### config.mk
export PLATFORM = sky130hd
export DESIGN_NAME = pulse_meter
export DESIGN_NICKNAME = d
export VERILOG_FILES = /design/src/rtl/pulse_meter_pkg.sv /design/src/rtl/pulse_meter_edge_detect.sv /design/src/rtl/pulse_meter.sv
export SDC_FILE = /design/constraint.sdc
export NUM_CORES = 1
export LEC_CHECK = 0
export CORE_MARGIN = 2
export CORE_UTILIZATION = 40
export DETAILED_ROUTE_END_ITERATION = 8
export PLACE_DENSITY = 0.71
export SLEW_MARGIN = 20
export SYNTH_ARGS = -nofsm -noshare
export SYNTH_HDL_FRONTEND = slang
export SYNTH_SLANG_ARGS = --single-unit
### constraint.sdc
create_clock -name clk -period 2.86 [get_ports clk]
set_clock_uncertainty 0.1 [all_clocks]
set_input_delay 0.572 -clock clk [delete_from_list [all_inputs] [get_ports clk]]
set_output_delay 0.572 -clock clk [all_outputs]
set_load 0.02 [all_outputs]
### src/rtl/pulse_meter_pkg.sv
// pulse_meter_pkg: shared FSM state encoding and default counter width for pulse_meter.
package pulse_meter_pkg;

   // Measurement FSM states; encodings are fixed so other tools can decode them.
   typedef enum logic [1:0] {
      IDLE      = 2'd0,
      WAIT_RISE = 2'd1,
      MEAS_HIGH = 2'd2,
      MEAS_LOW  = 2'd3
   } meter_state_t;

   // Default width of the high/low phase counters.
   localparam int CNT_W_DEFAULT = 8;

endpackage

### src/rtl/pulse_meter_edge_detect.sv
// edge_detect: registers the measured stream into s and flags a rising edge of s.
// Configuration macro PULSE_METER_SYNC_EN adds a 2-flop synchronizer ahead of s
// for asynchronous sources; otherwise din is registered once.
module edge_detect (
   input  logic clk,
   input  logic rst_n,
   input  logic din,
   output logic s,
   output logic rise
);

   logic s_d;
   logic din_q;

`ifdef PULSE_METER_SYNC_EN
   logic sync_1;
   logic sync_2;

   // Two synchronizer stages; the history clears on reset like the rest of the pipe.
   always_ff @(posedge clk) begin
      if (!rst_n) begin
         sync_1 <= 1'b0;
         sync_2 <= 1'b0;
      end else begin
         sync_1 <= din;
         sync_2 <= sync_1;
      end
   end

   assign din_q = sync_2;
`else
   assign din_q = din;
`endif

   // Sample the stream and keep one cycle of history for edge detection.
   always_ff @(posedge clk) begin
      if (!rst_n) begin
         s   <= 1'b0;
         s_d <= 1'b0;
      end else begin
         s   <= din_q;
         s_d <= s;
      end
   end

   assign rise = s & ~s_d;

endmodule

### src/rtl/pulse_meter.sv
// pulse_meter: measures high and low phase lengths of a 1-bit stream, one result
// per rise..rise period, delivered over a valid/ready handshake.
// Configuration macro PULSE_METER_SYNC_EN (handled in edge_detect) adds input
// synchronization; counts are unaffected, only latency grows.
module pulse_meter
   import pulse_meter_pkg::*;
#(
   parameter int CNT_W = CNT_W_DEFAULT
) (
   input  logic             clk,
   input  logic             rst_n,
   input  logic             en,
   input  logic             din,
   input  logic             meas_ready,
   output logic             meas_valid,
   output logic [CNT_W-1:0] high_len,
   output logic [CNT_W-1:0] low_len,
   output logic             meas_sat,
   output logic             overrun
);

   localparam logic [CNT_W-1:0] CNT_MAX = '1;
   localparam logic [CNT_W-1:0] CNT_ONE = CNT_W'(1);

   meter_state_t     state;
   meter_state_t     state_next;
   logic [CNT_W-1:0] hcnt;
   logic [CNT_W-1:0] hcnt_next;
   logic [CNT_W-1:0] lcnt;
   logic [CNT_W-1:0] lcnt_next;
   logic             sat_flag;
   logic             sat_flag_next;
   logic             complete;
   logic             s;
   logic             rise;

   edge_detect u_edge (
      .clk   (clk),
      .rst_n (rst_n),
      .din   (din),
      .s     (s),
      .rise  (rise)
   );

   // FSM state and phase counters; reset discards any partial period.
   always_ff @(posedge clk) begin
      if (!rst_n) begin
         state    <= IDLE;
         hcnt     <= '0;
         lcnt     <= '0;
         sat_flag <= 1'b0;
      end else begin
         state    <= state_next;
         hcnt     <= hcnt_next;
         lcnt     <= lcnt_next;
         sat_flag <= sat_flag_next;
      end
   end

   // Next-state and counter updates; a rise while measuring low closes the period
   // and immediately starts the next one so back-to-back periods leave no gap.
   always_comb begin
      state_next    = state;
      hcnt_next     = hcnt;
      lcnt_next     = lcnt;
      sat_flag_next = sat_flag;
      complete      = 1'b0;
      if (!en) begin
         state_next = IDLE;
      end else begin
         case (state)
            IDLE: begin
               state_next = WAIT_RISE;
            end
            WAIT_RISE: begin
               if (rise) begin
                  state_next    = MEAS_HIGH;
                  hcnt_next     = CNT_ONE;
                  lcnt_next     = '0;
                  sat_flag_next = 1'b0;
               end
            end
            MEAS_HIGH: begin
               if (s) begin
                  if (hcnt == CNT_MAX) begin
                     sat_flag_next = 1'b1;
                  end else begin
                     hcnt_next = hcnt + CNT_ONE;
                  end
               end else begin
                  state_next = MEAS_LOW;
                  lcnt_next  = CNT_ONE;
               end
            end
            MEAS_LOW: begin
               if (rise) begin
                  complete      = 1'b1;
                  state_next    = MEAS_HIGH;
                  hcnt_next     = CNT_ONE;
                  lcnt_next     = '0;
                  sat_flag_next = 1'b0;
               end else if (!s) begin
                  if (lcnt == CNT_MAX) begin
                     sat_flag_next = 1'b1;
                  end else begin
                     lcnt_next = lcnt + CNT_ONE;
                  end
               end
            end
            default: begin
               state_next = IDLE;
            end
         endcase
      end
   end

   // Result registers and handshake; a completion that finds an unaccepted result
   // is dropped and recorded in the sticky overrun flag.
   always_ff @(posedge clk) begin
      if (!rst_n) begin
         meas_valid <= 1'b0;
         high_len   <= '0;
         low_len    <= '0;
         meas_sat   <= 1'b0;
         overrun    <= 1'b0;
      end else if (complete) begin
         if (!meas_valid || meas_ready) begin
            meas_valid <= 1'b1;
            high_len   <= hcnt;
            low_len    <= lcnt;
            meas_sat   <= sat_flag;
         end else begin
            overrun <= 1'b1;
         end
      end else if (meas_valid && meas_ready) begin
         meas_valid <= 1'b0;
      end
   end

endmodule

* After elaboration in Yosys (flattened, before gate mapping)
Cells that the tools add are included.
Cells by class: add/sub/neg operators 2, $mul 0, shift-type cells 0, $lt $le $gt $ge 0, bitwise gates (word level) 3, reductions and logical operators 16, equality and inequality tests 15, muxes and demuxes 26, div/mod/pow operators 0
Operators with widths (number):
- 8-bit 2-to-1 mux | 8
- 8-bit one-hot mux with 3 select lines | 1
- 8-bit by 1-bit adder with 8-bit output, second input constant | 2
- 8-bit == test, second input constant | 2
- 8-bit one-hot mux with 2 select lines | 1
- 1-bit 2-to-1 mux | 12
- 2-bit AND reduction | 5
- 3-bit != test, second input constant | 3
- 2-bit != test, second input constant | 4
- 7-bit AND reduction | 1
- 2-bit by 1-bit != test with 1-bit output, second input constant | 3
- 2-bit one-hot mux with 3 select lines | 1
- 6-bit AND reduction | 1
- 5-bit AND reduction | 1
- 2-bit == test, second input constant | 2
- 2-bit 2-to-1 mux | 2
- 2-bit nonzero test | 2
- 1-bit one-hot mux with 3 select lines | 1
- 3-bit nonzero test | 1
- 2-bit by 1-bit == test with 1-bit output, second input constant | 1
- 2-bit logical NOT | 1
- 1-bit NOT | 2
- 2-bit OR reduction | 1
- 1-bit bitwise AND | 1
- other kinds (3) | 3
Word-level totals: input bits 5, word-level logic and storage cells 73, bits in read-only memories 0, output and inout port bits 19, latch bits 0, memory bits (writable) 0, register bits after elaboration 40, memories kept 0

* Logic depth before layout (Yosys ltp)
word-level depth 7, depth in mapped cells 7

* Cells and area by module
A second synthesis with hierarchy kept.
Second synthesis, totals: cells, all modules 218, area, all modules 1844.3 um2
By module, submodules not included:
- pulse_meter | area each 1778.0 um2, cells each 213, instances 1
- edge_detect | area each 66.3 um2, cells each 5, instances 1

* Least setup slack after synthesis
Ideal clock, no wire load.
path kind in2reg, start point input port meas_ready, end point register high_len[3], library setup time 128 ps, arrival 1433 ps, data required time 2632 ps, stages on the path 6, path slack 1200 ps, cells stage by stage nand2b_1 nand4_1 buf_2 buf_6 mux2i_1 nor2_1
On the way: longest elaborated chain between the ends 2
Ends and longest elaborated chain:
- start: declaration | RTL line pulse_meter.sv:14 | input logic meas_ready,
- 1-bit logical OR | RTL line pulse_meter.sv:127 | if (!meas_valid || meas_ready) begin
- 2-bit AND reduction (no source line)
- end signal: assignment | RTL line pulse_meter.sv:129 | high_len <= hcnt;
- end: declaration | RTL line pulse_meter.sv:16 | output logic [CNT_W-1:0] high_len,
Every way passes these cells. A chain may end at the register's enable or synchronous reset.

* Worst setup path after layout
start point register state[0], end point register lcnt[1]
On the way: longest elaborated chain between the ends 3, elaborated cells between the ends (all ways) 10, classes of those cells 7 x eq/ne; 1 x mux; 2 x reduce/logical
Ends and longest elaborated chain:
- start: declaration | RTL line pulse_meter.sv:25 | meter_state_t state;
- start signal: assignment | RTL line pulse_meter.sv:53 | state <= state_next;
- 2-bit == test / 2-bit by 1-bit == test with 1-bit output (equally long branches) | RTL line pulse_meter.sv:71 | case (state)
- 3-bit != test (no source line), or another cell as far along
- 6-bit AND reduction (no source line)
- end signal: assignment | RTL line pulse_meter.sv:55 | lcnt <= lcnt_next;
- end: declaration | RTL line pulse_meter.sv:29 | logic [CNT_W-1:0] lcnt;
Several ways; a longest one is shown, not always the timed one.

==> summary.md <==
| Metric | Value |
|---|---|
| RSZ-0062 raised after global routing | `no` |
| Tot GR Track Use | `0.1610` |
| Clock slew at reported path FFs | `80 ps` |
| Share of layout cells above drive strength 1 | `0.08072` |
| Cells after DPL | `267` |
| Most common cell after layout, fill and taps aside | `dfxtp_1` |
| Crit Path Category | `reg2reg` |
| Async S/R FF share, synth | `0` |
| Ys Warns | `0` |
| Commonest cells after routing, fill and taps aside | `dfxtp_1 (40), nor2_1 (29), clkdlybuf4s50_1 (23), mux2i_1 (18)` |
| Initial Util | `0.4187` |
| Slew @ Worst Pin | `approximately 610 ps` |
| Vias in the first global route | `1456` |
| Worst stage delay on the critical path | `710 ps` |
| Drt first pass iters | `4` |
| First-pass GRT wire length | `6.596 mm` |
| Tot Pwr | `982.9 uW` |
| CTS tree | `built` |
| Die H | `71.97 microns` |
| Register area share after synthesis | `0.4333` |
| Crit-path max FO | `18` |
| HP Class | `reg2reg` |
| Worst-path cell chain | `and3b_4 -> o21ai_2 -> or4b_1 -> a21oi_1` |
| Synthesis-stage register bit count | `40` |
| WP buf/inv | `0` |
| Final min period | `between 2000 and 2500 ps` |
| Routability cong. | `0.8244` |
| Via density | `about 5.6` |
| Hold depth | `2` |
| Post-route DRC | `0` |
| Endpoint type of the worst setup path | `flop` |
| ANT cells | `0` |
| Die ar. | `between 5000 and 6000 sq um` |
| Initial antenna violation count | `0` |
| Synth Flop Type | `dfxtp_1` |
| GRT overflow | `0` |
| Post-place setup slack | `roughly 520 ps` |
| Number of synthesized flops with an enable pin | `0` |
| Crit path launch type | `flop` |
| Total of max-cap violations | `0` |
| Clk buf depth | `2` |
| Number of routed nets with antenna violations | `0` |
| Post-CTS setup buffers | `0` |
| Worst skew pair latency | `between 200 and 300 ps` |
| Max Freq | `481.4 MHz` |
| Post-route insts no fill | `approximately 280` |
| Max H-tree Level | `2` |
| Vias | `1535` |
| Final Routed Wirelength | `around 3.8 mm` |
| Syn avg cell area | `9.240 sq um` |
| Cts hold-fix bufs | `0` |
| CTS sink cnt | `40` |
| Port bufs | `23` |
| P_leak | `0.8841 nW` |
| Post-synthesis cell type count | `47` |
| Power per cell area | `about 450 nW/um^2` |
| Final period util | `0.7264` |
| Root buf cell | `clkbuf_8` |
| Post-Synthesis Cells | `200` |
| Fin. max-slew vios | `0` |
| Syn_nets | `between 200 and 250` |
| Mapped Area | `roughly 1800 sq um` |
| Run status | `completed` |
| Final worst slack | `782.6 ps` |
| Fin nets | `around 230` |
| Core area | `roughly 4400 sq um` |
| CP arrival | `about 2200 ps` |
| Cell depth of the worst setup path | `4` |
| Num rows | `24` |
| # setup viols final | `0` |
| Routed wire per std cell | `around 14 microns` |
| Number of buffers created by CTS | `5` |
| Post-DP HPWL | `between 2 and 3 mm` |
| CP max-delay cell | `dfxtp_1` |
| Rel. slew slack | `0.5956` |
| Worst vdd ir | `0.0001712 V` |
| CP Data Required Time | `2980 ps` |
| Fillers | `426` |
| DIE WIDTH | `between 70 and 80 microns` |
| Setup_tns | `0 ps` |
| P&R area growth vs syn | `18.62%` |
| Register-to-Register Path Depth | `4` |
| Largest net degree at the start of global routing | `26` |
| Cts repair resizes | `0` |
| Iter 0 DRT Violations | `66` |
| Crit path max-delay family | `simple AND/OR/NAND/NOR gates` |
| Final Hold Viols | `0` |
| I/O pin count | `24` |
## synthesized netlist by cell type (all sizes together), types with 2 or more instances
cell type | instances | area share
nand2 | 10 | 0.020
and3 | 2 | 0.0068
nor4 | 2 | 0.010
nor3 | 4 | 0.011
buf | 6 | 0.026
nand3 | 10 | 0.027
o21ai | 12 | 0.035
o221a | 6 | 0.037
a31oi | 2 | 0.0068
nand4 | 6 | 0.024
nor2 | 29 | 0.059
and2 | 4 | 0.014
o2111ai | 2 | 0.013
clkbuf | 5 | 0.010
o211a | 2 | 0.011
or3b | 2 | 0.0095
mux2i | 18 | 0.097
ha | 2 | 0.014
nand2b | 2 | 0.0068
nor2b | 6 | 0.024
a21oi | 8 | 0.022
inv | 4 | 0.0081
dfxtp | 40 | 0.43
## metal layers
| layer | track usage | routed length [microns] | up-vias |
|---|---|---|---|
| li1 | - | - | 773 |
| met1 | 0.2119 | 1910 | 716 |
| met4 | 0.06289 | 64 | 0 |
| met3 | 0.04167 | 182 | 6 |
| met5 | 0 | 0 | - |
| met2 | 0.2541 | 1601 | 40 |
## cell type report
type,instances,area (sq um),share of cell area
clock buffer,6,82.58,0.03767
clock inverter,2,10.01,0.004566
inverter,4,15.01,0.006849
multi-input combinational,145,965.9,0.4406
sequential,40,800.8,0.3653
tap,52,65.06,0.02968
timing repair buffer,26,252.7,0.1153
## worst register-to-register path, delay by kind of cell (launching register included)
family	cells	cell delay, ps
AOI/OAI and AO/OA	2	320
and+or+nand+nor	2	870
DFF	1	710
## final timing paths
check	slack [ps]	to	start
setup / recovery	780	lcnt[1]	state[0]
hold / removal	360	sat_flag	sat_flag
setup reg to reg	780	lcnt[1]	state[0]
hold reg to reg	360	sat_flag	sat_flag
## cell families after synthesis
group	Yosys count	share of synthesized area
compound gates	41	0.1666
fa+ha+maj	2	0.01354
buf+inv	15	0.04400
flops	40	0.4333
mux	18	0.09749
simple gates	84	0.2451
## per-stage QoR
stage          hold slack, ps  cell area, sq um  utilization
3_3_place_gp            355.4              2100       0.4756
6_report                364.7              2192       0.4966
4_1_cts                 368.0              2192       0.4966
5_1_grt                 414.7              2192       0.4966
2_1_floorplan           337.4              1848            -
3_5_place_dp            353.6              2100       0.4756
## state kept, by name, indices dropped and copies added, names as in the netlist
| register | cells |
|---|---|
| meas_sat | 1 |
| high_len | 8 |
| low_len | 8 |
| u_edge.s | 1 |
| hcnt | 8 |
| overrun | 1 |
| meas_valid | 1 |
| state | 2 |
| lcnt | 8 |
| u_edge.s_d | 1 |
| sat_flag | 1 |
## where the power goes
part	switching [mW]	internal (mW)	total (mW)
logic	0.0180	0.0133	0.0313
clock network	0.192	0.192	0.384
registers	0.00833	0.559	0.567
(Power assumes the default switching activity.)
